--- src/rtl/avg_median_pkg.sv ---
// Types and helpers shared by the AverageAndMedian filter stages.
package avg_median_pkg;

    localparam int unsigned SAMPLE_W = 16;

    typedef logic signed [SAMPLE_W-1:0] sample_t;

    function automatic int unsigned acc_width(input int unsigned w, input int unsigned log2d);
        return w + log2d;
    endfunction

    // Sign-extends the low w bits of v to 32 bits.
    function automatic logic signed [31:0] sext(input logic [31:0] v, input int unsigned w);
        return $signed(v << (32 - w)) >>> (32 - w);
    endfunction

endpackage

--- src/rtl/moving_average_filter_if.sv ---
// Sample stream into the boxcar filter and windowed mean out of it.
interface moving_average_filter_if
    import avg_median_pkg::*;
#(
    parameter int unsigned WIDTH = SAMPLE_W
);
    logic                    Clear;
    logic signed [WIDTH-1:0] Input;
    logic                    InValid;
    logic signed [WIDTH-1:0] Output;
    logic                    OutValid;
    logic                    Filled;

    modport master (
        output Clear, Input, InValid,
        input  Output, OutValid, Filled
    );

    modport slave (
        input  Clear, Input, InValid,
        output Output, OutValid, Filled
    );
endinterface

--- src/rtl/moving_average_filter_sample_ring.sv ---
// Circular window of the last DEPTH samples; exposes the slot about to be overwritten.
module sample_ring
    import avg_median_pkg::*;
#(
    parameter int unsigned WIDTH      = SAMPLE_W,
    parameter int unsigned LOG2_DEPTH = 4
) (
    input  logic                    i_clk,
    input  logic                    i_rst,
    input  logic                    i_clear,
    input  logic                    i_wr_en,
    input  logic signed [WIDTH-1:0] i_data,
    output logic signed [WIDTH-1:0] o_oldest
);
    localparam int unsigned DEPTH = 1 << LOG2_DEPTH;
    localparam logic [LOG2_DEPTH-1:0] PTR_ONE = 1;

    logic signed [WIDTH-1:0] r_buf [DEPTH];
    logic [LOG2_DEPTH-1:0]   r_wr_ptr;

    // Power-of-two depth: the pointer wraps by plain overflow.
    always_ff @(posedge i_clk or posedge i_rst) begin
        if (i_rst) begin
            r_wr_ptr <= '0;
        end else if (i_clear) begin
            r_wr_ptr <= '0;
        end else if (i_wr_en) begin
            r_wr_ptr <= r_wr_ptr + PTR_ONE;
        end
    end

    always_ff @(posedge i_clk) begin
        if (i_wr_en && !i_clear) begin
            r_buf[r_wr_ptr] <= i_data;
        end
    end

    assign o_oldest = r_buf[r_wr_ptr];
endmodule

--- src/rtl/moving_average_filter.sv ---
// Boxcar filter: registered mean of the last 2^LOG2_DEPTH accepted samples.
module moving_average_filter
    import avg_median_pkg::*;
#(
    parameter int unsigned WIDTH      = SAMPLE_W,
    parameter int unsigned LOG2_DEPTH = 4
) (
    input logic                    Clk,
    input logic                    Reset,
    moving_average_filter_if.slave bus
);
    localparam int unsigned ACC_W = acc_width(WIDTH, LOG2_DEPTH);
    localparam logic [LOG2_DEPTH:0] CNT_ONE = 1;

    logic signed [ACC_W-1:0] r_sum;
    logic [LOG2_DEPTH:0]     r_count;
    logic                    r_pend;
    logic signed [WIDTH-1:0] r_out;
    logic                    r_out_valid;

    logic                    w_filled;
    logic signed [WIDTH-1:0] w_oldest;
    logic signed [ACC_W-1:0] w_in_ext;
    logic signed [ACC_W-1:0] w_old_ext;

    sample_ring #(
        .WIDTH      (WIDTH),
        .LOG2_DEPTH (LOG2_DEPTH)
    ) u_ring (
        .i_clk    (Clk),
        .i_rst    (Reset),
        .i_clear  (bus.Clear),
        .i_wr_en  (bus.InValid),
        .i_data   (bus.Input),
        .o_oldest (w_oldest)
    );

    // Count saturates at DEPTH, so its MSB alone marks a full window.
    assign w_filled  = r_count[LOG2_DEPTH];
    assign w_in_ext  = ACC_W'(sext(32'(bus.Input), WIDTH));
    assign w_old_ext = w_filled ? ACC_W'(sext(32'(w_oldest), WIDTH)) : '0;

    always_ff @(posedge Clk or posedge Reset) begin
        if (Reset) begin
            r_sum       <= '0;
            r_count     <= '0;
            r_pend      <= 1'b0;
            r_out       <= '0;
            r_out_valid <= 1'b0;
        end else if (bus.Clear) begin
            // The restart marker replaces any result still in flight.
            r_sum       <= '0;
            r_count     <= '0;
            r_pend      <= 1'b0;
            r_out       <= '0;
            r_out_valid <= 1'b1;
        end else begin
            r_out_valid <= r_pend;
            if (r_pend) begin
                r_out <= WIDTH'(r_sum >>> LOG2_DEPTH);
            end
            r_pend <= bus.InValid;
            if (bus.InValid) begin
                r_sum <= r_sum + w_in_ext - w_old_ext;
                if (!w_filled) begin
                    r_count <= r_count + CNT_ONE;
                end
            end
        end
    end

    assign bus.Output   = r_out;
    assign bus.OutValid = r_out_valid;
    assign bus.Filled   = w_filled;
endmodule

--- src/flat_wrapper.sv ---
// flat-port wrapper written by rule: the top's interface ports become plain ports
module moving_average_filter_flat import avg_median_pkg::*;
#(
    parameter int unsigned WIDTH      = SAMPLE_W,
    parameter int unsigned LOG2_DEPTH = 4
)
  (Clk, Reset, bus_Clear, bus_Input, bus_InValid, bus_Output, bus_OutValid, bus_Filled);
  moving_average_filter_if #(.WIDTH(WIDTH)) bus_i ();
  input logic Clk;
  input logic Reset;
  input wire logic [$bits(bus_i.Clear)-1:0] bus_Clear;
  input wire logic [$bits(bus_i.Input)-1:0] bus_Input;
  input wire logic [$bits(bus_i.InValid)-1:0] bus_InValid;
  output wire logic [$bits(bus_i.Output)-1:0] bus_Output;
  output wire logic [$bits(bus_i.OutValid)-1:0] bus_OutValid;
  output wire logic [$bits(bus_i.Filled)-1:0] bus_Filled;
  assign bus_i.Clear = bus_Clear;
  assign bus_i.Input = bus_Input;
  assign bus_i.InValid = bus_InValid;
  assign bus_Output = bus_i.Output;
  assign bus_OutValid = bus_i.OutValid;
  assign bus_Filled = bus_i.Filled;
  moving_average_filter #(.WIDTH(WIDTH), .LOG2_DEPTH(LOG2_DEPTH)) u_core (.Clk(Clk), .Reset(Reset), .bus(bus_i));
endmodule
--- config.mk ---
export PLATFORM = sky130hd
export DESIGN_NAME = moving_average_filter_flat
export DESIGN_NICKNAME = d
export VERILOG_FILES = /design/src/rtl/avg_median_pkg.sv /design/src/rtl/moving_average_filter_if.sv /design/src/rtl/moving_average_filter_sample_ring.sv /design/src/rtl/moving_average_filter.sv /design/src/flat_wrapper.sv
export SDC_FILE = /design/constraint.sdc
export NUM_CORES = 1
export LEC_CHECK = 0
export BUFFER_PORTS_ARGS = -buffer_cell sky130_fd_sc_hd__buf_4
export CAP_MARGIN = 5
export CORE_ASPECT_RATIO = 0.7
export CORE_MARGIN = 2
export CORE_UTILIZATION = 45
export CTS_CLUSTER_SIZE = 24
export DETAILED_ROUTE_END_ITERATION = 7
export PLACE_DENSITY = 0.71
export SLEW_MARGIN = 20
export SYNTH_ARGS = -nofsm -noshare
export SYNTH_HDL_FRONTEND = slang
export SYNTH_HIERARCHICAL = 1
export SYNTH_SLANG_ARGS = --single-unit
--- constraint.sdc ---
create_clock -name Clk -period 4.5 [get_ports Clk]
set_clock_uncertainty 0.1 [all_clocks]
set_input_delay 0.45 -clock Clk [delete_from_list [all_inputs] [get_ports Clk]]
set_output_delay 0.45 -clock Clk [all_outputs]
set_load 0.05 [all_outputs]
After elaboration in Yosys (flattened, before gate mapping) --
Memory sizes are Yosys's and may differ from the RTL's. Index checks and enable logic that the tools add are counted.
Cells by class: add/sub/neg operators 4, multipliers 0, div/mod/pow operators 0, order comparisons 0, equal/unequal tests 1, shift operators 0, muxes and demuxes 14, bitwise gates (word level) 0, reduce and logical (&&, ||, !) cells 5
Operators with widths (count):
- $mux W20 | 3
- $mux W16 | 2
- $add A20 B16 Y20 | 1
- $sub A20 B20 Y20 | 1
- $mux W5 | 3
- $mux W4 | 2
- $add A5 B1 Y5 const B | 1
- $add A4 B1 Y4 const B | 1
- $mux W1 | 4
- $reduce_bool A2 Y1 | 2
- $ne A2 B2 Y1 const B | 1
- $reduce_and A2 Y1 | 1
- $logic_and A1 B1 Y1 | 1
- $logic_not A1 Y1 | 1
Storage, ports and cells: flip-flop bits (word level) 47, latch bits 0, RAM bits 256, ROM bits 0, output and inout port bits 18, word-level logic and storage cells 32, memories 1
Memory list:
- u_core.u_ring.r_buf | words 16, bits a word 16, rd ports 1, clocked after Yosys merged registers in 0, wr ports 1, line moving_average_filter_sample_ring.sv:18 | logic signed [WIDTH-1:0] r_buf [DEPTH];

Depth between registers and ports, before layout --
Gate-level depths: netlist of the first run. An unclocked memory read counts as a cell.
word-level depth 5, depth in mapped cells 18, depth with buffers taken out 15

Hierarchy --
The synthesis of the first run kept the hierarchy.
Modules (own cells, without submodules):
- sample_ring | times used 1, cells an instance 445, area each 10062.2 sq um, seq. area each 7787.5 sq um
- moving_average_filter | times used 1, cells an instance 420, area each 3583.4 sq um, seq. area each 1076.0 sq um

Least setup slack after synthesis of the first run --
No wires, ideal clock.
kind flip-flop to flip-flop, from register u_core.u_ring.r_wr_ptr[0], to register u_core.r_sum[19], setup time 0.078 ns, data arrival time 3.844 ns, required time 4.322 ns, path slack 0.478 ns, cell stages (with the launch flop) 18, cells stage by stage dfrtp_1 -> buf_6 -> buf_4 -> mux4_1 -> a22oi_1 -> nand2_1 -> nand2_1 -> inv_1 -> fa_1 -> inv_1 -> ha_1 -> buf_6 -> a2111oi_4 -> o2111ai_1 -> o211ai_1 -> a31oi_1 -> or4_1 -> a21oi_1
Between the ends: longest elaborated chain between the ends 5
Ends and longest elaborated chain:
- start, declared | line moving_average_filter_sample_ring.sv:19 | logic [LOG2_DEPTH-1:0] r_wr_ptr;
- start signal, assigned | line moving_average_filter_sample_ring.sv:28 | r_wr_ptr <= r_wr_ptr + PTR_ONE;
- $mem_v2 Z16 W16
- via u_core.w_oldest[15] | line moving_average_filter.sv:22 | logic signed [WIDTH-1:0] w_oldest;
- $mux W20 | line moving_average_filter.sv:41 | assign w_old_ext = w_filled ? ACC_W'(sext(32'(w_oldest), WIDTH)) : '0;
- $sub A20 B20 Y20 | line moving_average_filter.sv:64 | r_sum <= r_sum + w_in_ext - w_old_ext;
- $mux W20 | line moving_average_filter.sv:63 | if (bus.InValid) begin
- $mux W20 | line moving_average_filter.sv:50 | end else if (bus.Clear) begin
- end signal, assigned | line moving_average_filter.sv:64
- end, declared | line moving_average_filter.sv:15 | logic signed [ACC_W-1:0] r_sum;
The timed path passes the listed nets, and every way through them passes these cells. The select of a mux whose other input is x is not followed. A chain may end at the register's enable or synchronous reset.

Worst setup path in the final report of the first run --
Same ends and word-level chain as after synthesis.

==> flow_summary.yaml, run 1 <==
synth:
  synth_ff_type: "edfxtp_1"
  yosys.area.top_type: "edfxtp_1"
  synth_area_sq_um: 13650
  synth-seq-area-share_pct: 64.96
  synth_top_area_share_pct: 56.34
  syn_avg_cell_area_sq_um: 15.78
  synthTopCellsByArea: "edfxtp_1 (56%), dfrtp_1 (8.6%), mux4_2 (6.9%)"
  synth_warnings: 6
  synth_commonest_cells: "edfxtp_1 (256), inv_1 (87), nor2_1 (59)"
  synth_cell_types: 59
  synth_edf_count: 256
  ys_seq_elements: 303
  synth_most_common_cell: "edfxtp_1"
  syn_inst: 865
  ys_async_sr_fraction_pct: 15.51
  synth_nets: 930
placement:
  gp_congestion: 0.9119
  dpl.hpwl_mm: 20.22
  place_inst: 1322
  port-buffer-count: 37
  post_dp_cell_area_sq_um: 14660
detailed_routing:
  viasPerCell: 5.623
  highest_layer: "met4"
  vias: 7765
  wl_met3_mm: 2.371
  wl_met2_mm: 13.34
  drtAntennaViolNets: 0
  wirelength_met1_mm: 14.19
  routedWlPerCell_um: 21.99
  drt_iter0_drc: 859
  drc: 0
  firstDrtPassIters: 5
  wl_mm: 30.36
global_route:
  grt-ovfl-total: 0
  grt_antenna_before_repair: 1
  grt_pass1_wl_mm: 45.40
  grt_use_total_pct: 19.40
  first_global_vias: 7521
  grt_max_degree: 54
cts:
  clkLatencyLatePin_ns: 0.55
  clkTransAtPathRegs_ns: 0.06
  cts-root-buf: "clkbuf_16"
  cts_tree: "yes"
  htreeDepth: 1
  numCtsBuffers: 28
  clockBufferDepth: 3
  cts_sinks: 303
run:
  maxCapViolations: 0
floorplanning:
  design.die.area_sq_um: 31750
  rows: 53
  chipHeight_um: 149.7
  coreArea_sq_um: 29910
  die_width_um: 212.1
  io_pins: 38
  start_util_pct: 45.63
power_and_ir_drop:
  p_per_area_nw_per_um2: 465.9
  ir_worst_vdd_mv: 0.3248
  leakagePower_nw: 5.732
setup_path:
  critPathKind: "reg2reg"
  arrival_ns: 4.69
  cp.required_ns: 4.87
  crit_path_max_fanout: 11
  cp-end-kind: "register"
  critPathLaunchType: "register"
sta:
  finalSetupViolations: 0
  min_period_ns: 4.319
  hold_viol_final: 0
  hold_slack_ns: 0.1169
  fmax_ghz: 0.2315
  slew_violations: 0
  tightest_slew_ns: 1.099
  slew_headroom_pct: 26.45
  setup_tns_ns: 0
  fin_crit_sh_pct: 95.98
finish:
  drive_above_1_share_pct: 21.07
  area_growth_pct: 14.78
  post-route-cell-area_sq_um: 15660
  stdcell_count: 1381
  nets: 1011
outcome:
  status: "finished clean"
hold_path:
  hold_path_class: "in2reg"
[cell type report]
type | instances | area [sq um]
Sequential cell | 303 | 8869
Clock buffer | 39 | 783.3
Inverter | 87 | 326.6
Timing Repair Buffer | 94 | 795.8
Fill cell | 2372 | 14240
Multi-Input combinational cell | 432 | 4249
Antenna cell | 1 | 2.502
Tap cell | 412 | 515.5
Clock inverter | 13 | 121.4
[per-layer routing]
metal	up-vias	GRT usage [%]
met5	-	0
met4	0	3.556
met3	41	3.358
met2	304	28.48
met1	3984	30.64
li1	3436	-
[power breakdown]
part | total [mW] | internal, mW | switching [mW]
clock network | 2.34 | 1.33 | 1.01
logic | 1.74 | 0.721 | 1.02
registers | 3.22 | 3.14 | 0.0744
[repair_timing]
action,CTS,global route
hold buffers,1,0
setup endpoints to repair,0,5
resized for setup,0,15
endpoints found under the hold margin,4,0
buffers inserted,0,5
[sequential cells by signal, summed over array words and instances, names as in the netlist]
signal and flops:
u_core/r_sum 20, u_core/r_pend 1, u_core/r_count 5, u_core/u_ring/r_wr_ptr 4, u_core/bus.Output 16, u_core/bus.OutValid 1, u_core/u_ring/r_buf 256
[worst paths after layout]
check	startpoint	to	slack (ns)	cells after the start
worst min register to register	u_core/bus.Output[13]	u_core/bus.Output[13]	0.43	2
worst max-delay path	u_core/u_ring/r_wr_ptr[0]	u_core/r_sum[19]	0.18	15
worst min-delay path	bus_Input[4]	u_core/u_ring/r_buf[5][4]	0.12	1
worst max register to register	u_core/u_ring/r_wr_ptr[0]	u_core/r_sum[19]	0.18	15
min in group asynchronous	Reset	u_core/u_ring/r_wr_ptr[2]	0.32	3
max in group asynchronous	Reset	u_core/r_sum[4]	3.07	3
[cells by family after synthesis]
group           count (synthesis)  synth area share [%]
compound gates                110                 5.731
xor+xnor                       12                0.7702
fa+ha+maj                      45                 5.171
buf+inv                       130                 4.429
flops                         303                 64.96
mux                            85                 12.71
simple gates                  180                 6.235
[critical path, cell delays in order, from the launching register on]
cell and delay (ns):
dfrtp_4 0.50, buf_12 0.19, buf_12 0.17, mux4_1 0.57, a22oi_1 0.21, nand2_1 0.08
and2_1 0.18, fa_1 0.47, inv_1 0.04, ha_1 0.38, nand2_1 0.13, nor3_2 0.25
nand4_1 0.16, and4_2 0.25, or4_1 0.40, a21oi_1 0.16
[cells in the final DEF, fill, tap and decap left out, types with 4 or more instances in the layout]
master and n:
buf_4 86, inv_1 85, a21oi_1 25, a22oi_1 29, dfrtp_1 45, buf_12 7
xor2_1 6, and3_1 4, mux4_1 22, ha_1 25, mux4_2 42, xnor2_1 6
a21o_1 11, fa_1 19, nand2b_1 6, nor2b_1 5, clkbuf_16 29, nor2_2 4
mux2i_1 21, nand4_1 11, nand2_1 45, edfxtp_1 256, nor3_1 10, nand3_1 8
clkbuf_1 8, o21ai_0 6, and2_1 16, a211oi_1 4, a22oi_2 4, nor2_1 55
[metrics by stage]
stage | util (%) | power, mW | setup WS [ns]
finish | 52.37 | 7.298 | 0.1808
global route | 52.36 | 7.618 | -0.007228
CTS | 52.06 | 7.260 | 0.02759
detailed placement | 49.01 | 4.933 | 0.05237
global placement | 49.01 | 4.893 | 0.1078
floorplan | - | 4.451 | 0.4781
Note: power is estimated with default switching activity, not from simulation.
==> run 2: changes to the inputs <==
--- a/config.mk
+++ b/config.mk
@@ -12,7 +12,6 @@
 export CORE_UTILIZATION = 45
 export CTS_CLUSTER_SIZE = 24
 export DETAILED_ROUTE_END_ITERATION = 7
-export PLACE_DENSITY = 0.71
 export SLEW_MARGIN = 20
 export SYNTH_ARGS = -nofsm -noshare
 export SYNTH_HDL_FRONTEND = slang
==> run 2 against run 1 <==
  * Wire length is 6.0% higher
  * Core utilization is 0.56 points higher
  * Clock power is 2% higher
  * Largest power group unchanged
==> flow_summary.yaml, run 2 (synthesized netlist as in run 1, its figures left out) <==
outcome:
  status: "finished clean"
floorplanning:
  die_width_um: 212.1
  start_util_pct: 45.63
  io_pins: 38
  rows: 53
  chipHeight_um: 149.7
  coreArea_sq_um: 29910
  design.die.area_sq_um: 31750
setup_path:
  critPathSlowestCell: "mux4_1"
  critPathLaunchType: "register"
  crit_path_max_fanout: 8
  path_cells: "clkbuf_4, buf_6, mux4_1, a22oi_2, nand2_1, and2_1, fa_1, inv_1, ha_1, nor2b_2, o2111ai_1, buf_4, nand2_1, a21o_1, a21o_1, a311o_1"
  critPathKind: "reg2reg"
  cpPeakStageDelay_ns: 0.59
  cp.required_ns: 4.84
  arrival_ns: 4.72
  cp-end-kind: "register"
placement:
  gp_congestion: 0.8852
  dpl.hpwl_mm: 21.39
  place_inst: 1324
  port-buffer-count: 37
power_and_ir_drop:
  p_int_mw: 5.236
  leakagePower_nw: 5.804
  swShare_pct: 28.95
  comb_power_share_pct: 24.1
  p_per_area_nw_per_um2: 465.5
  power.switching_mw: 2.133
  ir_worst_vdd_mv: 0.3029
  seqPwrFrac_pct: 43.6
  power.total_mw: 7.369
  clockPowerShare_pct: 32.3
detailed_routing:
  viasPerCell: 5.621
  drc: 0
  vias: 7835
  firstDrtPassIters: 5
  drt_iter0_drc: 799
  wl_mm: 32.18
  drtAntennaViolNets: 0
  routedWlPerCell_um: 23.08
sta:
  fin_crit_sh_pct: 97.35
  slew_headroom_pct: 32.71
  tightest_slew_ns: 1.004
  min_period_ns: 4.381
  hold_viol_final: 0
  finalSetupViolations: 0
  slew_violations: 0
  rsz0062_at_grt: "true"
  fmax_ghz: 0.2283
global_route:
  first_global_vias: 7593
  use_met3_pct: 4.071
  top_usage_layer: "met1"
  grt_util_met2_pct: 29.25
  grt_max_degree: 53
  grt_pass1_wl_mm: 48.39
  grt-ovfl-total: 0
  grt_use_met1_pct: 34.01
  grt_use_total_pct: 20.89
  grt_antenna_before_repair: 0
finish:
  drive_above_1_share_pct: 23.22
  area_growth_pct: 16.01
  largest-register: "u_core/u_ring/r_buf"
  layout_commonest_cell: "edfxtp_1"
  largest_register_ffs: 256
  final_cell_mix: "edfxtp_1 (256), buf_4 (94), inv_1 (86)"
  nets: 1024
  stdcell_count: 1394
  diodes: 0
  final_core_util_pct: 52.93
run:
  maxCapViolations: 0
cts:
  clockBufferDepth: 3
  clkTransAtPathRegs_ns: 0.06
  htreeDepth: 1
  clkLatencyLatePin_ns: 0.56
  numCtsBuffers: 29
  cts-root-buf: "clkbuf_16"
  cts_tree: "yes"
  cts_sinks: 303
hold_path:
  hold_path_class: "in2reg"
run 2: layer usage:
layer	vias to the layer above	part of all wire [%]
met2	327	42
li1	3471	-
met5	-	0
met1	4003	49
met3	34	7.8
met4	0	1.4
run 2: worst paths after layout:
check,from,to,slack [ns],depth (start not counted)
max,u_core/u_ring/r_wr_ptr[0],u_core/r_sum[8],0.12,16
min,bus_Input[9],u_core/u_ring/r_buf[15][9],0.1,1
max reg2reg,u_core/u_ring/r_wr_ptr[0],u_core/r_sum[8],0.12,16
min reg2reg,u_core/r_sum[3],u_core/r_sum[3],0.43,2
max in group asynchronous,Reset,u_core/r_sum[4],3.31,3
min in group asynchronous,Reset,u_core/u_ring/r_wr_ptr[0],0.29,3
run 2: final cells by class:
class / count / area, sq um
multi-input cells: 432 / 4285
fillers: 2428 / 14080
inverters: 87 / 327.8
clock buffers: 34 / 744.5
repair buffers: 106 / 914.6
well taps: 412 / 515.5
flip-flops and latches: 303 / 8869
clock inverters: 20 / 173.9
run 2: what timing repair did:
item                                   4_1_cts  5_1_grt
pin swaps                                    0        6
setup buffers                                0       15
hold buffers                                 1        0
setup endpoints to repair                    3        8
endpoints found under the hold margin        4        0
resized for setup                            1       20
run 2: power by group through the flow:
stage	clock network [mW]	registers [mW]	logic, mW
finish	2.38	3.21	1.77
global route	2.54	3.22	1.96
CTS	2.44	3.22	1.68
detailed placement	0	3.28	1.67
global placement	0	3.27	1.66
floorplan	0	3.29	1.16
run 2: through the flow:
stage	setup TNS, ns	cell area (sq um)	hold WS (ns)	setup slack [ns]
5_1_grt	-0.06899	15830	0.1059	-0.03545
3_5_place_dp	-0.03769	14710	0.3052	-0.02141
3_3_place_gp	0	14710	0.3031	0.05250
2_1_floorplan	0	13650	0.1161	0.4781
6_report	0	15830	0.09810	0.1191
4_1_cts	0	15640	0.08095	0.008440
run 2: critical path, delay by kind of cell, from the launching register on:
kind            cells  cell delay (ns)
simple gates        4             0.51
compound gates      5             1.14
flops               1             0.51
mux                 1             0.59
buf+inv             4             0.59
fa+ha+maj           2             0.81
